<file path="config.mk">
export PLATFORM = sky130hd
export DESIGN_NAME = response_fault_injector
export DESIGN_NICKNAME = d
export VERILOG_FILES = /design/src/rtl/response_fault_injector.sv
export SDC_FILE = /design/constraint.sdc
export NUM_CORES = 1
export LEC_CHECK = 0
export BUFFER_PORTS_ARGS = -buffer_cell sky130_fd_sc_hd__clkbuf_2
export CORE_AREA = 2 2 71 73
export CTS_CLUSTER_SIZE = 40
export DETAILED_ROUTE_END_ITERATION = 12
export DIE_AREA = 0 0 73 75
export GPL_ROUTABILITY_DRIVEN = 0
export PLACE_DENSITY = 0.9
export SYNTH_ARGS = -nofsm -noshare
export SYNTH_HDL_FRONTEND = slang
export SYNTH_SLANG_ARGS = --single-unit
export TNS_END_PERCENT = 1
</file>
<file path="constraint.sdc">
create_clock -name clock -period 1.4 [get_ports clock]
set_clock_uncertainty 0.15 [all_clocks]
set_input_delay 0.21 -clock clock [delete_from_list [all_inputs] [get_ports clock]]
set_output_delay 0.21 -clock clock [all_outputs]
set_load 0.05 [all_outputs]
</file>
<file path="src/rtl/response_fault_injector.sv">
// response_fault_injector
// Programmable fault injector on the PSL response path. It sits between the
// latched PSL response and afu_control. It counts valid responses and, when a
// programmed rule matches a response's ordinal, replaces the response code.
// It is a one-cycle registered stage with no backpressure.
//
// Build option: RESPONSE_FAULT_INJECT_EN
//   defined   - rule table, ordinal counter and comparators are present
//   undefined - the block is a plain one-cycle register of response_in.
//               inject_count and response_ordinal are tied to 0.
//
// Ports
//   clock            AFU clock
//   reset            synchronous, active-high reset
//   enabled_in       job running; responses are counted and rewritten only while high
//   response_in      latched PSL response
//   cfg_valid        single-cycle rule write strobe
//   cfg_index        rule to write (out-of-range writes are ignored)
//   cfg_enable       rule active
//   cfg_mode         0 = ONESHOT, 1 = WINDOW
//   cfg_start        first ordinal
//   cfg_end          last ordinal (WINDOW only)
//   cfg_code         replacement response code
//   cfg_clear        zeroes the ordinal counter and inject_count
//   response_out     response to afu_control, one cycle after response_in
//   inject_count     saturating count of rewritten responses
//   response_ordinal current ordinal counter value

package response_fault_injector_pkg;

   // Latched PSL response bundle
   typedef struct packed {
      logic        valid;
      logic [7:0]  tag;
      logic        tag_parity;
      logic [7:0]  response;
      logic        response_parity;
      logic [8:0]  credits;
      logic [1:0]  cache_state;
      logic [12:0] cache_pos;
   } ResponseInterface;

   localparam logic [7:0] RESP_DONE    = 8'h00;
   localparam logic [7:0] RESP_AERROR  = 8'h01;
   localparam logic [7:0] RESP_DERROR  = 8'h03;
   localparam logic [7:0] RESP_FLUSHED = 8'h06;
   localparam logic [7:0] RESP_FAULT   = 8'h07;
   localparam logic [7:0] RESP_PAGED   = 8'h0A;

   localparam logic MODE_ONESHOT = 1'b0;
   localparam logic MODE_WINDOW  = 1'b1;

   // PSL parity is odd: the parity bit makes the total number of ones odd
   function automatic logic odd_parity(input logic [7:0] value);
      return ~(^value);
   endfunction

endpackage

module response_fault_injector
   import response_fault_injector_pkg::*;
#(
   parameter int unsigned NUM_RULES   = 4,
   parameter int unsigned COUNT_WIDTH = 16,
   localparam int unsigned IDX_W      = (NUM_RULES > 1) ? $clog2(NUM_RULES) : 1
) (
   input  logic                   clock,
   input  logic                   reset,
   input  logic                   enabled_in,
   input  ResponseInterface       response_in,
   input  logic                   cfg_valid,
   input  logic [IDX_W-1:0]       cfg_index,
   input  logic                   cfg_enable,
   input  logic                   cfg_mode,
   input  logic [COUNT_WIDTH-1:0] cfg_start,
   input  logic [COUNT_WIDTH-1:0] cfg_end,
   input  logic [7:0]             cfg_code,
   input  logic                   cfg_clear,
   output ResponseInterface       response_out,
   output logic [31:0]            inject_count,
   output logic [COUNT_WIDTH-1:0] response_ordinal
);

`ifdef RESPONSE_FAULT_INJECT_EN

   localparam logic [COUNT_WIDTH-1:0] ORD_MAX = '1;
   localparam logic [31:0]            CNT_MAX = '1;

   logic [NUM_RULES-1:0]   rule_enable;
   logic [NUM_RULES-1:0]   rule_mode;
   logic [COUNT_WIDTH-1:0] rule_start [NUM_RULES];
   logic [COUNT_WIDTH-1:0] rule_end   [NUM_RULES];
   logic [7:0]             rule_code  [NUM_RULES];

   logic [COUNT_WIDTH-1:0] ord;
   logic [31:0]            inject_cnt;

   logic                   count_c;
   logic                   cfg_write_c;
   logic                   hit_c;
   logic [7:0]             hit_code_c;

   assign count_c     = response_in.valid && enabled_in;
   assign cfg_write_c = cfg_valid && (32'(cfg_index) < 32'(NUM_RULES));

   // Lowest-index matching rule wins; WINDOW rules never touch PAGED so a resume stays clean
   always_comb begin
      hit_c      = 1'b0;
      hit_code_c = 8'h00;
      for (int i = 0; i < int'(NUM_RULES); i++) begin
         if (!hit_c && count_c && rule_enable[i]) begin
            if (rule_mode[i] == MODE_WINDOW) begin
               if ((ord >= rule_start[i]) && (ord <= rule_end[i]) &&
                   (response_in.response != RESP_PAGED)) begin
                  hit_c      = 1'b1;
                  hit_code_c = rule_code[i];
               end
            end else if (ord == rule_start[i]) begin
               hit_c      = 1'b1;
               hit_code_c = rule_code[i];
            end
         end
      end
   end

   // Output stage, rule table and counters; rule writes take effect from the next response
   always_ff @(posedge clock) begin
      if (reset) begin
         response_out <= '0;
         ord          <= '0;
         inject_cnt   <= '0;
         rule_enable  <= '0;
         rule_mode    <= '0;
         for (int i = 0; i < int'(NUM_RULES); i++) begin
            rule_start[i] <= '0;
            rule_end[i]   <= '0;
            rule_code[i]  <= '0;
         end
      end else begin
         response_out <= response_in;
         if (hit_c) begin
            response_out.response        <= hit_code_c;
            response_out.response_parity <= odd_parity(hit_code_c);
         end

         if (cfg_write_c) begin
            rule_enable[cfg_index] <= cfg_enable;
            rule_mode[cfg_index]   <= cfg_mode;
            rule_start[cfg_index]  <= cfg_start;
            rule_end[cfg_index]    <= cfg_end;
            rule_code[cfg_index]   <= cfg_code;
         end

         // Clear wins over increment; both counters saturate
         if (cfg_clear) begin
            ord        <= '0;
            inject_cnt <= '0;
         end else begin
            if (count_c && (ord != ORD_MAX)) begin
               ord <= ord + COUNT_WIDTH'(1);
            end
            if (hit_c && (inject_cnt != CNT_MAX)) begin
               inject_cnt <= inject_cnt + 32'd1;
            end
         end
      end
   end

   assign inject_count     = inject_cnt;
   assign response_ordinal = ord;

`else

   logic unused_cfg;

   // Plain one-cycle register of the response
   always_ff @(posedge clock) begin
      if (reset) begin
         response_out <= '0;
      end else begin
         response_out <= response_in;
      end
   end

   assign inject_count     = '0;
   assign response_ordinal = '0;
   assign unused_cfg       = ^{enabled_in, cfg_valid, cfg_index, cfg_enable, cfg_mode,
                               cfg_start, cfg_end, cfg_code, cfg_clear};

`endif

endmodule

</file>
Word-level counts from Yosys, hierarchy flattened
Cells that the tools add are included.

Register bits: 43. Bits of input ports: 92. Logic and storage cells: 8. Output and inout port bits: 91.

Longest topological paths before layout
Word-level depth: 0. Mapped depth: 2.

Worst setup path after synthesis
OpenSTA, ideal clock, no wires.

Path type: reg2out. From: register response_out[0] (netlist bit). To: output port response_out[0] (netlist bit). Slack: 0.453 ns. Path buffers: 0. Stages on the path, launching flop included: 1. Arrival time: 0.587 ns. Path through: dfxtp_1.

RTL lines: from (decl) (line 79) `output ResponseInterface response_out,`; from (signal assigned) (line 181) `response_out <= response_in;`.

No word-level cell between the ends.

Worst setup path after layout
From: register response_out[27] (netlist bit). To: output port response_out[27] (netlist bit).

No word-level cell between the ends.

==> flow_summary_export.csv <==
group,metric,value,unit
global_routing,grt_max_degree,44,
critical_path,cp-start-kind,"register",
critical_path,cp-end-kind,"output port",
critical_path,crit_slowest_cell,"dfxtp_1",
global_routing,grt_pass1_vias,1039,
layout,final_cells,317,
logic_synthesis,synthArstFlopShare,0,
placement,placed_cell_area,0.00183,mm^2
placement,place_ws,452,ps
logic_synthesis,synthCells,139,
global_routing,overflow,0,
clock_network,cts_made_buffers,5,
sta,setup_violations,0,
routing,totalWireLength,3300,um
sta,finalWorstSetupSlack,155,ps
layout,largest_reg_flops,43,
logic_synthesis,synth.distinct_cells,5,
placement,hpwlAfterDp,2110,um
sta,drv_slew,0,
power_and_ir_drop,peakVddDrop,428,uV
critical_path,cp_cell_sequence,"clkbuf_2",
layout,final_area,0.00230,mm^2
status,violations,"hold timing",
logic_synthesis,synth.area.top_cells,"dfxtp_1 57%, buf_4 24%, nor2b_1 18%",
logic_synthesis,yosys_warnings,0,
routing,vias,1188,
clock_network,cts_setup_buffers,0,
sta,rsz0062_at_grt,"no",
clock_network,cts_buffer_depth,2,
logic_synthesis,synth-edff-count,0,
global_routing,track_usage,0.111,
floorplan,row_count,25,
critical_path,critical-path-max-stage-delay,330,ps
logic_synthesis,ys.flop_type,"dfxtp_1",
sta,hold_ws,-0.322,ps
logic_synthesis,yosysTopAreaCell,"dfxtp_1",
sta,finalSetupTns,0,ps
clock_network,htree_levels,2,
sta,fmax,803,MHz
floorplan,ioPinCount,183,
clock_network,ctsResizeCount,0,
logic_synthesis,avgSynthCellArea,10.9,um^2
routing,drtIter0Drc,21,
critical_path,cp_data_required_time,1040,ps
power_and_ir_drop,power_leakage,1.19,nW
sta,hold_violations,1,
logic_synthesis,synth_most_common_cell,"buf_4",
critical_path,crit_family,"flip-flops",
logic_synthesis,synthTopCellsByCount,"48 x buf_4, 43 x dfxtp_1, 43 x nor2b_1, 4 x buf_2, 1 x conb_1",
layout,antennaDiodeCount,0,
placement,port_buffers,87,
layout,drive_gt1_frac,0.361,
floorplan,die_width,73,um
run,maxCapViolCount,0,
critical_path,critPathBufInv,1,
logic_synthesis,syn_area,0.00151,mm^2
layout,nets,354,
logic_synthesis,netlist.area_leader.share,0.569,
clock_network,cts_hold_buffers,33,
sta,period_needed,1240,ps
logic_synthesis,seq_area_frac_synth,0.569,
critical_path,cp.arrival,880,ps
global_routing,grt_antenna_before_repair,0,
sta,period_share,0.889,
routing,drc,0,
clock_network,cts.sinks,43,
routing,drt_pre_antenna_iters,2,
routing,ant_nets,0,
floorplan,dieArea,0.00548,mm^2
placement,dpl.cell_count,276,
clock_network,root_buffer,"clkbuf_8",
routing,viasPerCell,3.75,
clock_network,clkTransAtPathRegs,80,ps
global_routing,grt_pass1_wl,4510,um
floorplan,start_util,0.325,
floorplan,dieHeight,75,um
layout,areaGrowthSynthToFinish,51.7,%
logic_synthesis,synth-seq-cells,43,
status,status,"complete, but fails checks",
clock_network,cts_tree,"built",
floorplan,core,0.00466,mm^2
critical_path,worst-path-max-fanout,1,
layout,regMostFlops,"response_out",
min_path,hold_path.class,"input pin to register",
layout,top_regs,"response_out: 43 flops",
routing,wl_per_cell,10.4,um
critical_path,setup.worst_path.class,"register to output port",
power_and_ir_drop,cellPowerDensity,1390,mW/mm^2
-- placed cells by master, fill, tap and decap left out --
cell,count
buf_12,1
bufinv_16,2
clkbuf_1,1
clkbuf_2,87
clkbuf_8,5
conb_1,48
dfxtp_1,43
dlygate4sd3_1,33
nor2b_1,43
-- kinds of logic after synthesis --
logic type             synth area share
buffers and inverters             0.251
AND/OR/NAND/NOR                   0.178
flip-flops                        0.569
other                           0.00248
-- area by class of cell --
class                      count  area [um^2]
tap                           54         67.6
timing repair buffer         121          786
clock inverter                 2         60.1
sequential                    43          861
clock buffer                   6         72.6
fill                         429         2360
multi-input combinational     91          449
-- where the power goes --
group	switching, W	leakage (nW)	internal (W)	total [W]
sequential	0.0000167	0.358	0.00129	0.00130
combinational	0.000600	0.768	0.000180	0.000780
clock	0.000387	0.0654	0.000713	0.00110
total	0.00100	1.19	0.00218	0.00318
-- worst paths after layout --
path	start	endpoint	slack [ps]	depth (start not counted)
min	response_in[39]	response_out[39]	-0.3	2
max	response_out[27]	response_out[27]	160	1
-- metal layers --
metal | GRT usage | wire length (um) | share of wire
met5 | 0 | 0 | 0
met2 | 0.209 | 1650 | 0.50
met3 | 0.0335 | 417 | 0.13
met4 | 0.0741 | 76 | 0.023
met1 | 0.104 | 1150 | 0.35
-- through the flow --
step / hold WS (ps) / power, W / utilization
final: -0.322 / 0.00318 / 0.493
after global routing: 5.98 / 0.00328 / 0.493
after CTS: 2.16 / 0.00321 / 0.493
after detailed placement: 275 / 0.00204 / 0.393
after global placement: 267 / 0.00203 / 0.393
after floorplan: 132 / 0.00201 / -
(Power assumes the default switching activity.)
